## config.mk

```make
export PLATFORM = sky130hd
export DESIGN_NAME = bsg_fifo_mod
export DESIGN_NICKNAME = d
export VERILOG_FILES = /design/src/rtl/bsg_fifo_mod.sv
export SDC_FILE = /design/constraint.sdc
export NUM_CORES = 1
export LEC_CHECK = 0
export ABC_AREA = 1
export BUFFER_PORTS_ARGS = -buffer_cell sky130_fd_sc_hd__buf_2
export CORE_UTILIZATION = 45
export DETAILED_ROUTE_END_ITERATION = 10
export GPL_TIMING_DRIVEN = 0
export HOLD_SLACK_MARGIN = 0.15
export PLACE_DENSITY = 0.63
export SYNTH_ARGS = -nofsm -noshare
export SYNTH_HDL_FRONTEND = slang
export SYNTH_SLANG_ARGS = --single-unit
```

## constraint.sdc

```tcl
create_clock -name SYS_CLK -period 3.3 [get_ports SYS_CLK]
set_clock_uncertainty 0.05 [all_clocks]
set_input_delay 0.66 -clock SYS_CLK [delete_from_list [all_inputs] [get_ports SYS_CLK]]
set_output_delay 0.66 -clock SYS_CLK [all_outputs]
set_load 0.05 [all_outputs]
```

## src/rtl/bsg_fifo_mod.sv

```systemverilog
// Baseband symbol generator: bus-loaded byte FIFO -> SYM_BITS symbols (MSB first, optional Gray) -> full-scale OUT level.
// Latency: pop on edge t drives symbol 0 on OUT from t+1; each symbol is held DIV+1 SYS_CLK cycles.
// Backpressure: none on the bus; a DATA write into a full FIFO is dropped and sets the sticky OVF flag.
//
// Ports:
//   SYS_CLK, rst_n        clock and synchronous active-low reset
//   sel, we, addr         bus strobe (one access per cycle), 0=write/1=read, register address
//   Data_in, Data_out     write data, registered read data (valid the cycle after the read edge)
//   OUT                   modulated symbol level, 0 while idle
//   BSG_INT               transmit-complete interrupt (INTFLAG & INTMSK)
module bsg_fifo_mod #(
  parameter int DEPTH    = 8,
  parameter int SYM_BITS = 2,
  parameter int OUT_W    = 8,
  parameter int DIV_W    = 8
) (
  input  logic             SYS_CLK,
  input  logic             rst_n,
  input  logic             sel,
  input  logic             we,
  input  logic [7:0]       addr,
  input  logic [7:0]       Data_in,
  output logic [7:0]       Data_out,
  output logic [OUT_W-1:0] OUT,
  output logic             BSG_INT
);

  localparam int AW   = (DEPTH > 1) ? $clog2(DEPTH) : 1;
  localparam int NSYM = 8 / SYM_BITS;
  localparam int SW   = 4;

  localparam logic [7:0] A_CTRL  = 8'h00;
  localparam logic [7:0] A_DATA  = 8'h01;
  localparam logic [7:0] A_DIV   = 8'h02;
  localparam logic [7:0] A_LEVEL = 8'h03;
  localparam logic [7:0] A_STAT  = 8'h04;

  typedef enum logic {ST_IDLE, ST_SHIFT} state_t;

  // Control / status registers
  logic             txen, intmsk, intflag, gray_en, ovf;
  logic [DIV_W-1:0] div_q;

  // FIFO storage and bookkeeping
  logic [7:0]       mem [DEPTH];
  logic [AW-1:0]    wr_ptr, rd_ptr;
  logic [AW:0]      count;

  // Shifter
  state_t           state;
  logic [7:0]       shreg;
  logic [SW-1:0]    sym_idx;
  logic [DIV_W-1:0] div_cnt;

  logic       wr_en, rd_en, wr_ctrl, wr_data, wr_div, wr_stat;
  logic       txen_nxt, empty, full, busy;
  logic       sym_end, last_final, abort, pop, push, set_int;
  logic [7:0] head_byte, shreg_sh, rdata;

  // Gray-code a symbol when enabled.
  function automatic logic [SYM_BITS-1:0] code_sym(input logic [SYM_BITS-1:0] s, input logic g);
    return g ? (s ^ (s >> 1)) : s;
  endfunction

  // Left-align the coded symbol and replicate it down to the LSB so that
  // the minimum symbol maps to 0 and the maximum symbol maps to all ones.
  function automatic logic [OUT_W-1:0] level(input logic [SYM_BITS-1:0] c);
    logic [OUT_W-1:0] r;
    r = '0;
    for (int i = 0; i < OUT_W; i++) begin
      r[OUT_W-1-i] = c[SYM_BITS-1-(i % SYM_BITS)];
    end
    return r;
  endfunction

  assign wr_en   = sel & ~we;
  assign rd_en   = sel & we;
  assign wr_ctrl = wr_en && (addr == A_CTRL);
  assign wr_data = wr_en && (addr == A_DATA);
  assign wr_div  = wr_en && (addr == A_DIV);
  assign wr_stat = wr_en && (addr == A_STAT);

  assign empty = (count == '0);
  assign full  = (count == (AW+1)'(DEPTH));
  assign busy  = (state == ST_SHIFT);

  // TXEN as it will stand after this edge; a clearing write aborts the
  // shifter on the same edge that it lands, and also blocks a pop there.
  assign txen_nxt = wr_ctrl ? Data_in[0] : txen;

  assign sym_end    = busy && (div_cnt == '0);
  assign last_final = sym_end && (sym_idx == SW'(NSYM-1));
  assign abort      = busy && !txen_nxt;

  // Pop and FULL both look at the pre-edge count, so a push into an empty
  // FIFO is never popped on the same edge and a pop never makes room for
  // a simultaneous push.
  assign pop     = txen && txen_nxt && !empty && ((state == ST_IDLE) || last_final);
  assign push    = wr_data && !full;
  assign set_int = last_final && !pop && !abort;

  assign head_byte = mem[rd_ptr];
  assign shreg_sh  = shreg << SYM_BITS;

  assign BSG_INT = intflag & intmsk;

  always_comb begin
    rdata = 8'h00;
    case (addr)
      A_CTRL:  rdata = {3'b000, gray_en, busy, intflag, intmsk, txen};
      A_DIV:   rdata = 8'(div_q);
      A_LEVEL: rdata = 8'(count);
      A_STAT:  rdata = {5'b00000, ovf, full, empty};
      default: rdata = 8'h00;
    endcase
  end

  // FIFO storage needs no reset: only entries below LEVEL are ever read.
  always_ff @(posedge SYS_CLK) begin
    if (push) mem[wr_ptr] <= Data_in;
  end

  always_ff @(posedge SYS_CLK) begin
    if (!rst_n) begin
      txen     <= 1'b0;
      intmsk   <= 1'b0;
      intflag  <= 1'b0;
      gray_en  <= 1'b0;
      ovf      <= 1'b0;
      div_q    <= '0;
      wr_ptr   <= '0;
      rd_ptr   <= '0;
      count    <= '0;
      state    <= ST_IDLE;
      shreg    <= 8'h00;
      sym_idx  <= '0;
      div_cnt  <= '0;
      OUT      <= '0;
      Data_out <= 8'h00;
    end else begin
      if (wr_ctrl) begin
        txen    <= Data_in[0];
        intmsk  <= Data_in[1];
        gray_en <= Data_in[4];
      end
      if (wr_div) div_q <= DIV_W'(Data_in);

      // Set has priority over the write-one-to-clear.
      if (set_int)                     intflag <= 1'b1;
      else if (wr_ctrl && Data_in[2])  intflag <= 1'b0;

      if (wr_data && full)             ovf <= 1'b1;
      else if (wr_stat && Data_in[2])  ovf <= 1'b0;

      if (push) wr_ptr <= wr_ptr + 1'b1;
      if (pop)  rd_ptr <= rd_ptr + 1'b1;
      count <= count + (AW+1)'(push) - (AW+1)'(pop);

      if (rd_en) Data_out <= rdata;

      // The divider is reloaded from DIV only at symbol boundaries, so a
      // DIV write never stretches or shortens the symbol in flight.
      case (state)
        ST_IDLE: begin
          if (pop) begin
            state   <= ST_SHIFT;
            shreg   <= head_byte;
            sym_idx <= '0;
            div_cnt <= div_q;
            OUT     <= level(code_sym(head_byte[7 -: SYM_BITS], gray_en));
          end
        end
        ST_SHIFT: begin
          if (abort) begin
            state   <= ST_IDLE;
            shreg   <= 8'h00;
            sym_idx <= '0;
            div_cnt <= '0;
            OUT     <= '0;
          end else if (!sym_end) begin
            div_cnt <= div_cnt - 1'b1;
          end else if (!last_final) begin
            shreg   <= shreg_sh;
            sym_idx <= sym_idx + 1'b1;
            div_cnt <= div_q;
            OUT     <= level(code_sym(shreg_sh[7 -: SYM_BITS], gray_en));
          end else if (pop) begin
            // Next byte follows with no idle gap.
            shreg   <= head_byte;
            sym_idx <= '0;
            div_cnt <= div_q;
            OUT     <= level(code_sym(head_byte[7 -: SYM_BITS], gray_en));
          end else begin
            state   <= ST_IDLE;
            shreg   <= 8'h00;
            sym_idx <= '0;
            div_cnt <= '0;
            OUT     <= '0;
          end
        end
        default: state <= ST_IDLE;
      endcase
    end
  end

endmodule
```

# Word level (Yosys, flattened, before mapping)
# Memories as Yosys holds them, arrays and structs flattened. A register that Yosys moved wholly into a read port is not among the register bits.
# Cells that the tools add are included.
# W data, S select, Z words.
# totals
register_bits	58
ram_bits	64
inputBits	20
word_cells	105
mem_count	1
# op_classes
n_addsub	6
n_eq_ne	8
muxes	40
n_bitwise	7
n_reduce_logical	28
# memory_table
memory	words	word_bits	rd	rd_ports_with_merged_regs	write_ports	line_no	source
mem	8	8	1	1	1	45	logic [7:0] mem [DEPTH];
# op_table
cell	count
$mux W8	10
$pmux W8 S2	2
$pmux W8 S4	1
$mux W6	5
$eq A8 B2 Y1 const B	2
$logic_and A1 B1 Y1	16
$logic_not A8 Y1	2
$mux W4	4
$pmux W6 S2	1
$mux W1	11
$eq A8 B1 Y1 const B	1
$eq A8 B3 Y1 const B	1
$pmux W4 S2	1
$sub A8 B1 Y8 const B	1
$add A3 B1 Y3 const B	2
$mux W3	2
$logic_not A1 Y1	5
$add A4 B1 Y4	1
$add A4 B1 Y4 const B	1
$eq A4 B2 Y1 const B	1
$eq A4 B4 Y1 const B	1
$logic_not A4 Y1	1
$mux W2	2
$reduce_bool A2 Y1	2
other kinds (9)	13

# Logic depth before layout (Yosys ltp)
# logic_depth
depth_word	12
mapped_depth	16
mapped_depth_nobuf	16

# Least setup slack after synthesis
# OpenSTA, ideal clock, no wires.
# synth_path
path_type	in2reg
start	in addr[5]
end	reg count[2]
arrival_ps	2368
required_ps	3122
setup_slack_ps	754
stages	13
cell_sequence	nor2_2 nand2_2 nor2_8 nand3_4 nand2_2 nor2_8 ha_1 inv_1 ha_1 inv_1 fa_1 xor2_1 nor2_1
# synth_via
elab_chain_cells	7
word_cells_on_any_way	11
classes_between	2 x add/sub; 1 x eq/ne; 1 x mux; 7 x reduce/logical
# synth_lines
element	line_no	source
start, declared	21	input logic [7:0] addr,
$logic_not A8 Y1	78	assign wr_ctrl = wr_en && (addr == A_CTRL);
$logic_and A1 B1 Y1	78	
$mux W1	--	
$logic_and A1 B1 Y1 (3 in series)	98	assign pop = txen && txen_nxt && !empty && ((state == ST_IDLE) || last_final);
named net pop	57	logic sym_end, last_final, abort, pop, push, set_int;
$sub A4 B1 Y4	157	count <= count + (AW+1)'(push) - (AW+1)'(pop);
end signal, assigned	157	
end, declared	47	logic [AW:0] count;
# The timed path passes the listed nets, and every way through them passes these cells.
# A chain may end at the register's enable or synchronous reset.

# Worst setup path after layout
# layout_path
start	reg count[2]
end	reg count[2]
# layout_via
elab_chain_cells	5
word_cells_on_any_way	9
classes_between	2 x add/sub; 1 x eq/ne; 6 x reduce/logical
# layout_lines
element	line_no	source
$logic_not A4 Y1	83	assign empty = (count == '0);
$logic_not A1 Y1	98	
$logic_and A1 B1 Y1 (2 in series)	98	
named net pop	57	
$sub A4 B1 Y4	157	
# The timed path passes the listed nets, and every way through them passes these cells.

==> impl_metrics.yaml <==
route:
  num_vias: 4454
  routedLengthMet1_um: 6190
  avgRoutedWirePerCell_um: 15.7
  drt-pass1-iter-count: 5
  detail-route-antenna-nets: 0
  met3_length_um: 742
  route.met2.wl_um: 6230
  top_layer_used: "met4"
  drt-initial-drc-count: 370
  viasPerCell: 5.20
  drc: 0
  finalWirelength_um: 13400
floorplanning:
  io_pins: 37
  dieArea_um2: 12900
  initial_core_util_pct: 46.3
  dieHeight_um: 113
  die_w_um: 113
  core-area_um2: 12100
  rows: 40
cts:
  postCtsHoldBufs: 0
  postCtsSetupBuffers: 0
  worstSkewPairLatency_ns: 0.42
  cts_inserted_buffers: 17
  cts_sinks: 119
  path_clk_slew_ns: 0.05
  ctsLongestPathBuffers: 2
  cts_tree: "done"
  root_buffer: "clkbuf_16"
  cts_resized: 0
  cts-htree-levels: 4
setup_path:
  critPathCaptureType: "flip-flop"
  start_kind: "flip-flop"
  crit_arrival_ns: 2.94
  critPathMaxFanout: 8
  critPathKind: "reg -> reg"
  worstPathRequired_ns: 3.54
timing:
  relSlewSlack_pct: 41.8
  finalCritPeriodShare_pct: 81.8
  worst_slew_pin_slew_ns: 0.869
  tns_ns: 0
  maxSlewViolCount: 0
  period_needed_ns: 2.70
  finalSetupViolCount: 0
  hold_viol: 0
  rsz0062_at_grt: "no"
  fmax_mhz: 371
yosys:
  yosysUniqueCellTypes: 40
  ys_seq_elements: 119
  synth_enable_flop_cells: 64
  async_flop_share_pct: 0
  synth_flop_cell: "edfxtp_1"
  syn_nets: 650
  syn-cell-area_um2: 5590
  ys_warn_count: 0
  seq_area_frac_synth_pct: 54.1
  syn-instance-count: 618
  avgSynthCellArea_um2: 9.05
flow_run:
  maxCapViolCount: 0
final_layout:
  final_common_cell: "nand2_1"
  areaGrowthSynthToFinish_pct: 17.2
  antenna_cells: 0
  layout_common_cells: "nand2_1 (111), edfxtp_1 (64), nor2_1 (63), inv_1 (59), dfxtp_1 (55)"
  drive_above_1_share_pct: 18.9
  nets: 708
place:
  place.detailed.hpwl_um: 9360
  place_congestion: 0.864
  port_buffers: 36
worst_hold_path:
  hold_path_class: "reg -> reg"
global_routing:
  grt_pass1_wl_um: 21900
  grt_usage_pct: 22.7
  grt_pass1_vias: 4254
  antenna_found_initial: 0
  grt.overflow.total: 0
  grt_max_degree: 17
power_and_ir_drop:
  leakage_nw: 2.60
  p_int_mw: 2.55
  totalPowerFinal_mw: 3.27
  clkPwrFrac_pct: 50.1
  p_seq_share_pct: 47.8
  sw_frac_of_total_pct: 22.1
  peakVddDrop_mv: 0.266
  combPwrFrac_pct: 2.2
  powerDensity_nw_per_um2: 500
  switchingPower_mw: 0.722
status:
  outcome: "completed"
## routing by layer
layer  track usage (%)  vias to the layer above
met5                 0                        -
met4              9.21                        0
met3              4.68                       18
met2              36.2                      138
met1              30.3                     2091
li1                  -                     2207
## final cells by class
class / count / area (um2)
Sequential cell: 119 / 3020
Clock inverter: 12 / 80.1
Tap cell: 168 / 210
Timing Repair Buffer: 39 / 198
Fill cell: 1080 / 5510
Buffer: 25 / 133
Inverter: 69 / 259
Clock buffer: 20 / 447
Multi-Input combinational cell: 405 / 2200
## cells by family after synthesis
kind of cell | count (synthesis) | synth area share [%]
flip-flops | 119 | 54.1
buffers and inverters | 94 | 7.01
XOR/XNOR | 7 | 1.10
adder cells (fa/ha/maj) | 12 | 2.82
AO/OA/AOI/OAI | 121 | 12.4
AND/OR/NAND/NOR | 265 | 22.6
## critical path, stage by stage (launching register included)
cell,delay (ns)
dfxtp_1,0.29
inv_1,0.13
ha_1,0.16
nor3b_1,0.43
nor2_2,0.12
nand2_2,0.22
nor2_8,0.09
ha_1,0.28
inv_1,0.05
ha_1,0.13
inv_1,0.06
fa_1,0.37
xor2_1,0.14
nor2_1,0.05
## Yosys cell counts, types with 2 or more instances
cell type	count	area share, %
nand3_4	2	0.63
buf_4	6	0.81
nand3_1	44	3.9
clkbuf_1	11	0.74
buf_2	7	0.63
nand4_1	5	0.56
dfxtp_1	55	20
edfxtp_1	64	34
o31ai_1	2	0.27
inv_1	59	4.0
nor2_4	5	1.0
nor2_1	63	4.2
xor2_1	6	0.94
nand2_1	111	7.5
nor3_1	12	1.1
nor2_8	3	1.1
ha_1	11	2.5
o211ai_1	10	1.3
o21ai_0	49	4.4
a21oi_1	31	2.8
a31oi_1	6	0.67
nand2_2	7	0.78
nand3_2	4	0.72
o22ai_1	7	0.78
nor2_2	5	0.56
o21ai_1	6	0.54
a211oi_1	3	0.40
inv_2	9	0.60
a21oi_2	4	0.63
## sequential cells by signal (all words and copies together), names as in the netlist, 4 cells and up, named ones only
register,count
Data_out,8
shreg,6
div_q,8
div_cnt,8
count,4
mem,64
sym_idx,4
## through the flow
stage	utilization, %	setup WS (ns)	hold WS (ns)	std cells	cell area, um2
final	54.3	0.601	0.413	857	6550
after global routing	54.3	0.339	0.437	857	6550
after CTS	54.1	0.437	0.418	856	6520
after detailed placement	49.7	-0.00118	0.408	824	5990
after global placement	49.6	0.0757	0.400	822	5980
after floorplan	-	0.754	0.389	618	5590
## final timing paths
path                  from        to  slack (ns)  cells after the start
setup / recovery  count[2]  count[2]        0.60                     13
hold reg to reg   shreg[0]  shreg[0]        0.41                      2
setup reg to reg  count[2]  count[2]        0.60                     13
hold / removal    shreg[0]  shreg[0]        0.41                      2
## power groups by stage
stage	sequential [mW]	combinational, mW	clock (mW)
floorplan	1.60	0.0248	0
global placement	1.59	0.0698	0
detailed placement	1.59	0.0711	0
CTS	1.56	0.0713	1.65
global route	1.56	0.0776	1.73
finish	1.56	0.0711	1.64
(Power assumes the default switching activity.)
